<file path="config.mk">
export PLATFORM = sky130hd
export DESIGN_NAME = fetch_queue_unit
export DESIGN_NICKNAME = d
export VERILOG_FILES = /design/src/rtl/fetch_queue_unit.sv
export SDC_FILE = /design/constraint.sdc
export NUM_CORES = 1
export LEC_CHECK = 0
export ABC_AREA = 1
export BUFFER_PORTS_ARGS = -buffer_cell sky130_fd_sc_hd__buf_2
export CAP_MARGIN = 20
export CORE_ASPECT_RATIO = 1.1
export CORE_MARGIN = 2
export CORE_UTILIZATION = 52
export CTS_BUF_LIST = sky130_fd_sc_hd__clkbuf_16
export DETAILED_ROUTE_END_ITERATION = 7
export PLACE_DENSITY = 0.84
export SLEW_MARGIN = 30
export SYNTH_ARGS = -nofsm -noshare
export SYNTH_HDL_FRONTEND = slang
export SYNTH_SLANG_ARGS = --single-unit
</file>
<file path="constraint.sdc">
create_clock -name CLK -period 7.05 [get_ports CLK]
set_clock_uncertainty 0.1 [all_clocks]
set_input_delay 1.41 -clock CLK [delete_from_list [all_inputs] [get_ports CLK]]
set_output_delay 1.41 -clock CLK [all_outputs]
set_load 0.01 [all_outputs]
</file>
<file path="src/rtl/fetch_queue_unit.sv">
// Fetch unit: PC register, one-outstanding I-cache request, FQ_DEPTH-entry instruction FIFO to decode.
// Optional performance counters enabled by defining FETCH_PERF_EN.
module fetch_queue_unit #(
  parameter int unsigned     XLEN     = 64,
  parameter int unsigned     ILEN     = 32,
  parameter int unsigned     FQ_DEPTH = 4,
  parameter logic [XLEN-1:0] RESET_PC = '0
) (
  input  logic            CLK,
  input  logic            RESET,
  output logic            IC_REQ_V,
  output logic [XLEN-1:0] IC_REQ_PC,
  input  logic            IC_REQ_RDY,
  input  logic            IC_RESP_V,
  input  logic [ILEN-1:0] IC_RESP_INSTR,
  input  logic            IC_RESP_FAULT,
  input  logic            BR_STALL,
  input  logic            REDIRECT_V,
  input  logic [XLEN-1:0] REDIRECT_PC,
  input  logic            TRAP_V,
  input  logic [XLEN-1:0] DE_MTVEC,
  input  logic            DE_RDY,
  output logic            DE_V,
  output logic [ILEN-1:0] DE_IR,
  output logic [XLEN-1:0] DE_PC,
  output logic [XLEN-1:0] DE_NPC,
  output logic            F_IAM,
  output logic            F_IAF
`ifdef FETCH_PERF_EN
  ,
  output logic [31:0]     PERF_FETCHED,
  output logic [31:0]     PERF_FLUSHES,
  output logic [31:0]     PERF_STALL_CYC
`endif
);

  localparam int unsigned AW = $clog2(FQ_DEPTH);
  localparam int unsigned CW = AW + 1;

  typedef enum logic [1:0] {S_RUN, S_WAIT, S_DRAIN, S_HALT} state_t;

  state_t            state;
  logic [XLEN-1:0]   fe_pc;
  logic [ILEN-1:0]   ir_q [FQ_DEPTH];
  logic [XLEN-1:0]   pc_q [FQ_DEPTH];
  logic [FQ_DEPTH-1:0] iam_q;
  logic [FQ_DEPTH-1:0] iaf_q;
  logic [AW-1:0]     wr_ptr;
  logic [AW-1:0]     rd_ptr;
  logic [CW-1:0]     count;

  logic            redirect;
  logic            misaligned;
  logic [CW-1:0]   occupied;
  logic            space_ok;
  logic            can_issue;
  logic            req_v;
  logic            req_fire;
  logic            iam_enq;
  logic            resp_enq;
  logic            enq;
  logic            pop;
  logic [ILEN-1:0] enq_ir;
  logic            enq_iaf;

  // An outstanding request holds a slot so its response always has room.
  always_comb begin
    redirect   = TRAP_V | REDIRECT_V;
    misaligned = |fe_pc[1:0];
    occupied   = count + {{(CW-1){1'b0}}, (state == S_WAIT)};
    space_ok   = occupied < CW'(FQ_DEPTH);
    can_issue  = !RESET && (state == S_RUN) && !BR_STALL && space_ok;
    req_v      = can_issue && !misaligned;
    req_fire   = req_v && IC_REQ_RDY;
    iam_enq    = can_issue && misaligned;
    resp_enq   = (state == S_WAIT) && IC_RESP_V;
    enq        = !redirect && (iam_enq || resp_enq);
    pop        = DE_V && DE_RDY && !redirect;
    enq_ir     = iam_enq ? '0 : IC_RESP_INSTR;
    enq_iaf    = resp_enq && IC_RESP_FAULT;
  end

  assign IC_REQ_V  = req_v;
  assign IC_REQ_PC = fe_pc;
  assign DE_V      = (count != '0);
  assign DE_IR     = ir_q[rd_ptr];
  assign DE_PC     = pc_q[rd_ptr];
  assign DE_NPC    = pc_q[rd_ptr] + XLEN'(4);
  assign F_IAM     = DE_V & iam_q[rd_ptr];
  assign F_IAF     = DE_V & iaf_q[rd_ptr];

  always_ff @(posedge CLK) begin
    if (RESET) begin
      state  <= S_RUN;
      fe_pc  <= RESET_PC;
      wr_ptr <= '0;
      rd_ptr <= '0;
      count  <= '0;
    end else if (redirect) begin
      wr_ptr <= '0;
      rd_ptr <= '0;
      count  <= '0;
      fe_pc  <= TRAP_V ? DE_MTVEC : REDIRECT_PC;
      // A request still owed a response must have that response swallowed.
      if (req_fire || ((state == S_WAIT) && !IC_RESP_V)) state <= S_DRAIN;
      else                                                 state <= S_RUN;
    end else begin
      if (enq) wr_ptr <= wr_ptr + AW'(1);
      if (pop) rd_ptr <= rd_ptr + AW'(1);
      if (enq && !pop)      count <= count + CW'(1);
      else if (!enq && pop) count <= count - CW'(1);
      case (state)
        S_RUN: begin
          if (req_fire)     state <= S_WAIT;
          else if (iam_enq) state <= S_HALT;
        end
        S_WAIT: begin
          if (IC_RESP_V) begin
            if (IC_RESP_FAULT) state <= S_HALT;
            else begin
              fe_pc <= fe_pc + XLEN'(4);
              state <= S_RUN;
            end
          end
        end
        S_DRAIN: if (IC_RESP_V) state <= S_RUN;
        S_HALT:  state <= S_HALT;
        default: state <= S_RUN;
      endcase
    end
  end

  always_ff @(posedge CLK) begin
    if (enq) begin
      ir_q[wr_ptr]  <= enq_ir;
      pc_q[wr_ptr]  <= fe_pc;
      iam_q[wr_ptr] <= iam_enq;
      iaf_q[wr_ptr] <= enq_iaf;
    end
  end

`ifdef FETCH_PERF_EN
  always_ff @(posedge CLK) begin
    if (RESET) begin
      PERF_FETCHED   <= '0;
      PERF_FLUSHES   <= '0;
      PERF_STALL_CYC <= '0;
    end else begin
      if (enq)      PERF_FETCHED <= PERF_FETCHED + 32'd1;
      if (redirect) PERF_FLUSHES <= PERF_FLUSHES + 32'd1;
      if ((state == S_WAIT) || (state == S_DRAIN))
        PERF_STALL_CYC <= PERF_STALL_CYC + 32'd1;
    end
  end
`endif

endmodule

</file>
# After elaboration in Yosys (flattened, before gate mapping)
# Memories as Yosys holds them, arrays and structs flattened. A register that Yosys moved wholly into a read port is not among the register bits.
# Cells that the tools add are included.
[word_totals]
reg_bits = 81
n_memories = 2
elab_cells = 93
ramBits = 384
[mem_list]
columns = ["memory", "depth", "word_bits", "read_ports", "rd_clocked_by_memory_dff", "write_ports", "line", "rtl"]
rows = [
  ["pc_q", 4, 64, 1, 1, 1, "45", "logic [XLEN-1:0] pc_q [FQ_DEPTH];"],
  ["ir_q", 4, 32, 1, 1, 1, "44", "logic [ILEN-1:0] ir_q [FQ_DEPTH];"],
]
[op_classes]
reduce_logical = 33
order_cmp = 4
add_sub_neg = 7
bitwise = 3
mux = 30
n_eq_ne = 7
[ops]
columns = ["cell", "n"]
rows = [
  ["2-to-1 mux 64 bit", 5],
  ["adder 64 x 3 -> 64 bit, second input constant", 2],
  ["2-to-1 mux 32 bit", 1],
  ["2-to-1 mux 2 bit", 11],
  ["logical AND 1 bit", 15],
  ["bitwise mux 4 bit", 2],
  ["one-hot mux 2 bit (4 select lines)", 1],
  ["logical NOT 1 bit", 7],
  ["less-than comparator 2 x 3 -> 1 bit, second input constant", 2],
  ["2-to-1 mux 3 bit", 2],
  ["inequality test 3 bit, second input constant", 2],
  ["AND reduction 3 bit", 2],
  ["nonzero test 2 bit", 3],
  ["2-to-1 mux 1 bit", 5],
  ["adder 2 x 1 -> 2 bit, second input constant", 2],
  ["binary-select mux 1 bit (select 2 bit)", 2],
  ["equality test 2 bit, second input constant", 2],
  ["inequality test 4 bit, second input constant", 1],
  ["OR reduction 2 bit", 2],
  ["adder 3 x 1 -> 3 bit", 1],
  ["adder 3 x 1 -> 3 bit, second input constant", 1],
  ["less-than comparator 3 bit, second input constant", 1],
  ["nonzero test 3 bit", 1],
  ["subtractor 3 x 1 -> 3 bit, second input constant", 1],
  ["other kinds (8)", 10],
]

# Depth between registers and ports, before layout
# Gate-level depths: netlist of the first run.
[logic_depth]
word_depth = 11
mapped_depth = 17
ltp_nobuf = 17

# Worst setup path after synthesis of the first run
# No wires, ideal clock.
[synth_timing]
path_kind = "input-to-reg"
from = "input port REDIRECT_V"
to = "register iaf_q[0] (enable)"
setup_slack_ps = -12
setup_time_ps = 556
n_path_buf = 2
cell_stages = 5
arrival_ps = 6406
cell_sequence = "nor2_1 > clkbuf_1 > buf_1 > nand2_1 > nor2_1"
[synth_between]
elab_chain_len = 3
[synth_rtl]
columns = ["element", "line", "rtl"]
rows = [
  ["from (decl)", "18", "input logic REDIRECT_V,"],
  ["bitwise OR 1 bit", "68", "redirect = TRAP_V | REDIRECT_V;"],
  ["logical NOT 1 bit", "77", "enq = !redirect && (iam_enq || resp_enq);"],
  ["logical AND 1 bit", "77", ""],
  ["to (signal, indexed assignment)", "138", "iaf_q[wr_ptr] <= enq_iaf;"],
  ["to (decl)", "47", "logic [FQ_DEPTH-1:0] iaf_q;"],
]
# Every way passes these cells.
# A chain may end at the register's enable or synchronous reset.

==> impl_metrics.tcl, run 1 <==
set metrics [dict create \
    switching_share_pct 22.8 \
    crit_family "simple AND/OR/NAND/NOR gates" \
    vias_per_cell 5.65 \
    path_depth 14 \
    power_density_nw_per_um2 217 \
    cts_tree "built" \
    synth.area.top_cells "edfxtp_1 (49%), nand2_1 (14%), nor2_1 (8.8%)" \
    antenna_left 0 \
    path_buf_inv 3 \
    slew_violations 0 \
    ys.flop_type "edfxtp_1" \
    crit_fanout 74 \
    hold_slack_ps 393 \
    r2r_cells 11 \
    syn_nets 3057 \
    cts_sinks 467 \
    worstPathArrival_ps 4210 \
    syn_area_per_cell_sq_um 8.27 \
    synth.distinct_cells 37 \
    holdCritPathClass "reg2reg" \
    port_buffers 396 \
    maxCapViolCount 0 \
    die_area_sq_um 47500 \
    nets 3403 \
    vdd_drop_max_uv 136 \
    synth_top_area_cell "edfxtp_1" \
    status "finished clean" \
    die_h_microns 228 \
    cp_slowest_cell "dfxtp_4" \
    design_area_sq_um 27700 \
    holdBufCountCts 0 \
    rsz0062_at_grt "no" \
    synth_cells 2880 \
    grt_pass1_wl_mm 114 \
    insertion_delay_ps 570 \
    antenna_found_initial 2 \
    finalPower_uw 6010 \
    fin_setup_tns_ps 0 \
    worstSetupPathType "reg2out" \
    core_area_sq_um 45300 \
    max_freq_ghz 0.175 \
    gr-usage-all-layers_pct 31.0 \
    seqPwrFrac_pct 52.6 \
    cp.required_ps 5540 \
    final_layout_size_suffix_gt1_share_pct 16.0 \
    num_io_pins 397 \
    row_count 82 \
    p_sw_uw 1370 \
    p_comb_share_pct 6.5 \
    post-cts-setup-buffers 0 \
    p_int_uw 4640 \
    vias 21800 \
    placed_area_sq_um 26200 \
    crit_top_cell "nand2_1" \
    area_growth_pct 16.2 \
    hpwl_mm 53.0 \
    grt_pass1_vias 20200 \
    min_period_ps 5720 \
    yosys.cell_count.top_type "nand2_1" \
    synth_edf_count 392 \
    end_kind "output port" \
    period_share_pct 81.1 \
    synthTopCellsByCount "nand2_1 (891), nor2_1 (557), edfxtp_1 (392), nand3_1 (200), o21ai_0 (172)" \
    setup_viol 0 \
    ctsResizeCount 0 \
    yosysSeqAreaShare_pct 55.7 \
    htree_levels 2 \
    start_kind "flop" \
    remaining_drc_errors 0 \
    hold_viol_final 0 \
    slew_headroom_pct 34.4 \
    power_frac_clock_pct 40.8 \
    gr-total-overflow 0 \
    synth_area_sq_um 23800 \
    initial_core_util_pct 52.5 \
    max_stage_delay_ps 860 \
    path_cells "buf_4, nand2_1, nand2_1, nand2_1, nand2_1, ha_1, inv_1, nor2_2, nand2_2, nor2_4, nand2_1, nor2_1, xor2_1, buf_2" \
    gp_congestion 1.06 \
    wire_per_inst_microns 19.6 \
    holdPathStages 2 \
    cts-root-buf "clkbuf_16" \
    synth_top_area_share_pct 49.4 \
    drtIter0Drc 2566 \
    routed_wl_mm 75.5 \
    cts_buffer_depth 3 \
    firstDrtPassIters 6 \
    cts_buffers 43 \
    grt_max_degree 167 \
    post-route-util_pct 61.0 \
    async_reset_ff_share_pct 0 \
    ys_ff_latch 467 \
    path_clk_slew_ps 70 \
    p_leak_uw 0.0112 \
    worst_pin_slew_ps 984 \
    fp.dieW_microns 208 \
    yosysWarnings 0 \
]
## layer usage
layer / up-vias / GRT usage, % / part of all wire, %
li1: 10200 / - / -
met2: 1306 / 50.0 / 46
met5: - / 0 / 0
met1: 10000 / 41.6 / 39
met4: 0 / 14.0 / 4.8
met3: 219 / 4.86 / 10
## cell families after synthesis
kind of cell / after synthesis / share of synthesized area [%]
and+or+nand+nor: 1707 / 28.6
DFF: 467 / 55.7
AOI/OAI and AO/OA: 341 / 7.61
buffers and inverters: 295 / 5.37
xor gates and xnor gates: 62 / 2.28
adders and majority gates: 8 / 0.452
## final timing paths
kind | from | to | slack, ps
min | count[2]$_SDFFE_PP0P_ | count[2]$_SDFFE_PP0P_ | 390
max reg2reg | state[0]$_SDFFE_PP0P_ | pc_q[3][42]$_DFFE_PP_ | 3750
max | flop | DE_NPC[34] | 1330
min reg2reg | count[2]$_SDFFE_PP0P_ | count[2]$_SDFFE_PP0P_ | 390
## worst reg2reg max path, cell delays in order, from the launching register on
cell and delay [ps]:
dfxtp_1 310, inv_1 90, nand2_1 110, nor3_1 220, nand3_1 110, clkinv_1 50
buf_4 410, nor2_1 150, inv_1 100, nand2_1 260, nor2_4 180, buf_4 760
## registers in the layout, summed over array words and instances, names as in the netlist, named ones only
register / count
pc_q: 256
rd_ptr: 2
iam_q: 4
iaf_q: 4
ir_q: 128
IC_REQ_PC: 64
wr_ptr: 2
state: 2
count: 3
## final cells by class
type                       instances  area, sq um
antenna                            1         2.50
clock buffer                      43         1080
clock inverter                    34          403
fill                            3848        17700
inverter                         175          664
multi-input combinational       2118         9300
sequential                       467        13300
tap                              588          736
timing repair buffer             421         2210
## power groups by stage
stage / registers, uW / logic, uW / clock network [uW]
2_1_floorplan: 3180 / 201 / 0
3_3_place_gp: 3220 / 379 / 0
3_5_place_dp: 3220 / 385 / 0
4_1_cts: 3160 / 388 / 2480
5_1_grt: 3170 / 432 / 2580
6_report: 3160 / 392 / 2450
## cell usage in the layout, fill, tap and decap left out, types with 43 or more instances in the layout
cell type / n
nor2_1: 552
dfxtp_1: 73
o21ai_0: 172
inv_1: 174
edfxtp_1: 392
clkbuf_16: 43
a21oi_1: 100
nand3_1: 200
nand2_1: 890
buf_2: 396
## per-stage QoR
step,setup slack (ps),std cells
detailed placement,1930,3769
finish,1330,3847
CTS,1330,3846
global placement,2040,3769
global route,1060,3847
floorplan,-11.6,2880
No activity file was read; power rests on OpenSTA's default activity.
==> run 2: changes to the inputs <==
==> constraint.sdc (replaced) <==
create_clock -name CLK -period 4.88 [get_ports CLK]
set_clock_uncertainty 0.1 [all_clocks]
set_input_delay 0.976 -clock CLK [delete_from_list [all_inputs] [get_ports CLK]]
set_output_delay 0.976 -clock CLK [all_outputs]
set_load 0.01 [all_outputs]
==> impl_metrics.tcl, run 2 (synthesis gave the netlist of run 1 again) <==
set metrics [dict create \
    fp.dieW_microns 208 \
    die_area_sq_um 47500 \
    p_leak_uw 0.0113 \
    grt_max_degree 126 \
    remaining_drc_errors 0 \
    row_count 82 \
    ff2ff_setup_slack_ps 2060 \
    grt_pass1_wl_mm 117 \
    period_share_pct 96.1 \
    cts_buffers 44 \
    r2r_cells 10 \
    start_kind "flop" \
    drtIter0Drc 2610 \
    fin_ws_ps 188 \
    grt_pass1_vias 20300 \
    regMostFlops "pc_q" \
    place_worst_setup_slack_ps 725 \
    timing.rr.end "ir_q[3][29]$_DFFE_PP_" \
    cts_sinks 467 \
    crit_top_cell "nand2_1" \
    htree_levels 2 \
    cts_tree "built" \
    endpoint "DE_NPC[30]" \
    slew_headroom_pct 39.5 \
    insertion_delay_ps 570 \
    gp_congestion 1.01 \
    hold_viol_final 0 \
    layout_commonest_cell "nand2_1" \
    antenna_found_initial 4 \
    hpwl_mm 54.8 \
    port_buffers 396 \
    num_io_pins 397 \
    largest_reg_flops 256 \
    cp.required_ps 3800 \
    vdd_drop_max_uv 260 \
    initial_core_util_pct 52.5 \
    nets 3412 \
    max_stage_delay_ps 540 \
    path_clk_slew_ps 60 \
    vias 21900 \
    core_area_sq_um 45300 \
    area_growth_pct 17.3 \
    cts-root-buf "clkbuf_16" \
    worstPathArrival_ps 3620 \
    final_layout_size_suffix_gt1_share_pct 16.1 \
    crit_fanout 63 \
    path_cells "buf_16, nand2_1, nand2_1, nand2_1, nand2_1, ha_1, inv_1, nor2_2, nand2_2, inv_1, nand2_1, nor2_2, xor2_1, buf_2" \
    setup_viol 0 \
    power_density_nw_per_um2 311 \
    cts_buffer_depth 3 \
    regToRegStartpoint "state[1]$_SDFFE_PP0P_" \
    min_period_ps 4690 \
    firstDrtPassIters 8 \
    holdCritPathClass "reg2reg" \
    maxCapViolCount 0 \
    gr-total-overflow 0 \
    gr-usage-all-layers_pct 31.8 \
    vias_per_cell 5.67 \
    worst_pin_slew_ps 907 \
    wire_per_inst_microns 20.3 \
    routed_wl_mm 78.6 \
    antenna_left 0 \
    die_h_microns 228 \
    max_freq_ghz 0.213 \
    cp_slowest_cell "dfxtp_4" \
    status "finished clean" \
    slew_violations 0 \
    fin_setup_tns_ps 0 \
    mostFrequentLayoutCells "nand2_1 (890), nor2_1 (552), buf_2 (396), edfxtp_1 (392), nand3_1 (200)" \
    worstSetupPathType "reg2out" \
    end_kind "output port" \
]
[run 2: per-stage QoR]
stage	instances	hold WS (ps)	util [%]	area (sq um)	power [uW]
3_5_place_dp	3773	378	58.0	26300	5210
6_report	3861	384	61.6	27900	8670
2_1_floorplan	2880	352	-	23800	4890
4_1_cts	3855	388	61.3	27800	8670
3_3_place_gp	3773	369	58.0	26300	5190
5_1_grt	3860	428	61.6	27900	8910
[run 2: worst min path at each step]
stage	from	endpoint	slack, ps	cells after the start
final	count[2]$_SDFFE_PP0P_	count[2]$_SDFFE_PP0P_	380	2
after floorplan	count[2]$_SDFFE_PP0P_	count[2]$_SDFFE_PP0P_	350	2
after detailed placement	count[2]$_SDFFE_PP0P_	count[2]$_SDFFE_PP0P_	380	2
after CTS	count[2]$_SDFFE_PP0P_	count[2]$_SDFFE_PP0P_	390	2
after global placement	count[2]$_SDFFE_PP0P_	count[2]$_SDFFE_PP0P_	370	2
after global routing	count[2]$_SDFFE_PP0P_	count[2]$_SDFFE_PP0P_	430	2
[run 2: repair_timing]
item / in CTS / in global routing
setup buffers: 0 / 1
hold buffers: 0 / 0
setup endpoints to repair: 0 / 27
resized for setup: 0 / 4
[run 2: routing by layer]
layer	part of all wire [%]	up-vias	track usage, %
met4	3.8	0	11.5
li1	-	10200	-
met1	39	10100	43.3
met2	47	1383	52.6
met5	0	-	0
met3	10	184	3.92
[run 2: layout make-up]
class	count	area (sq um)
multi-input cells	2118	9300
clock buffers	45	1130
diodes	2	5.00
well taps	588	736
inverters	175	667
flip-flops and latches	467	13300
fillers	3806	17400
repair buffers	429	2430
clock inverters	37	379
[run 2: critical path, delay by kind of cell, from the launching register on]
family                     cells  cell delay [ps]
adders and majority gates      1              300
buffers and inverters          4              740
xor gates and xnor gates       1              230
and+or+nand+nor                8             1200
DFF                            1              540
[run 2: power by group]
part | total [uW] | switching, uW | internal, uW
logic | 555 | 349 | 206
clock network | 3530 | 1510 | 2020
registers | 4590 | 182 | 4410
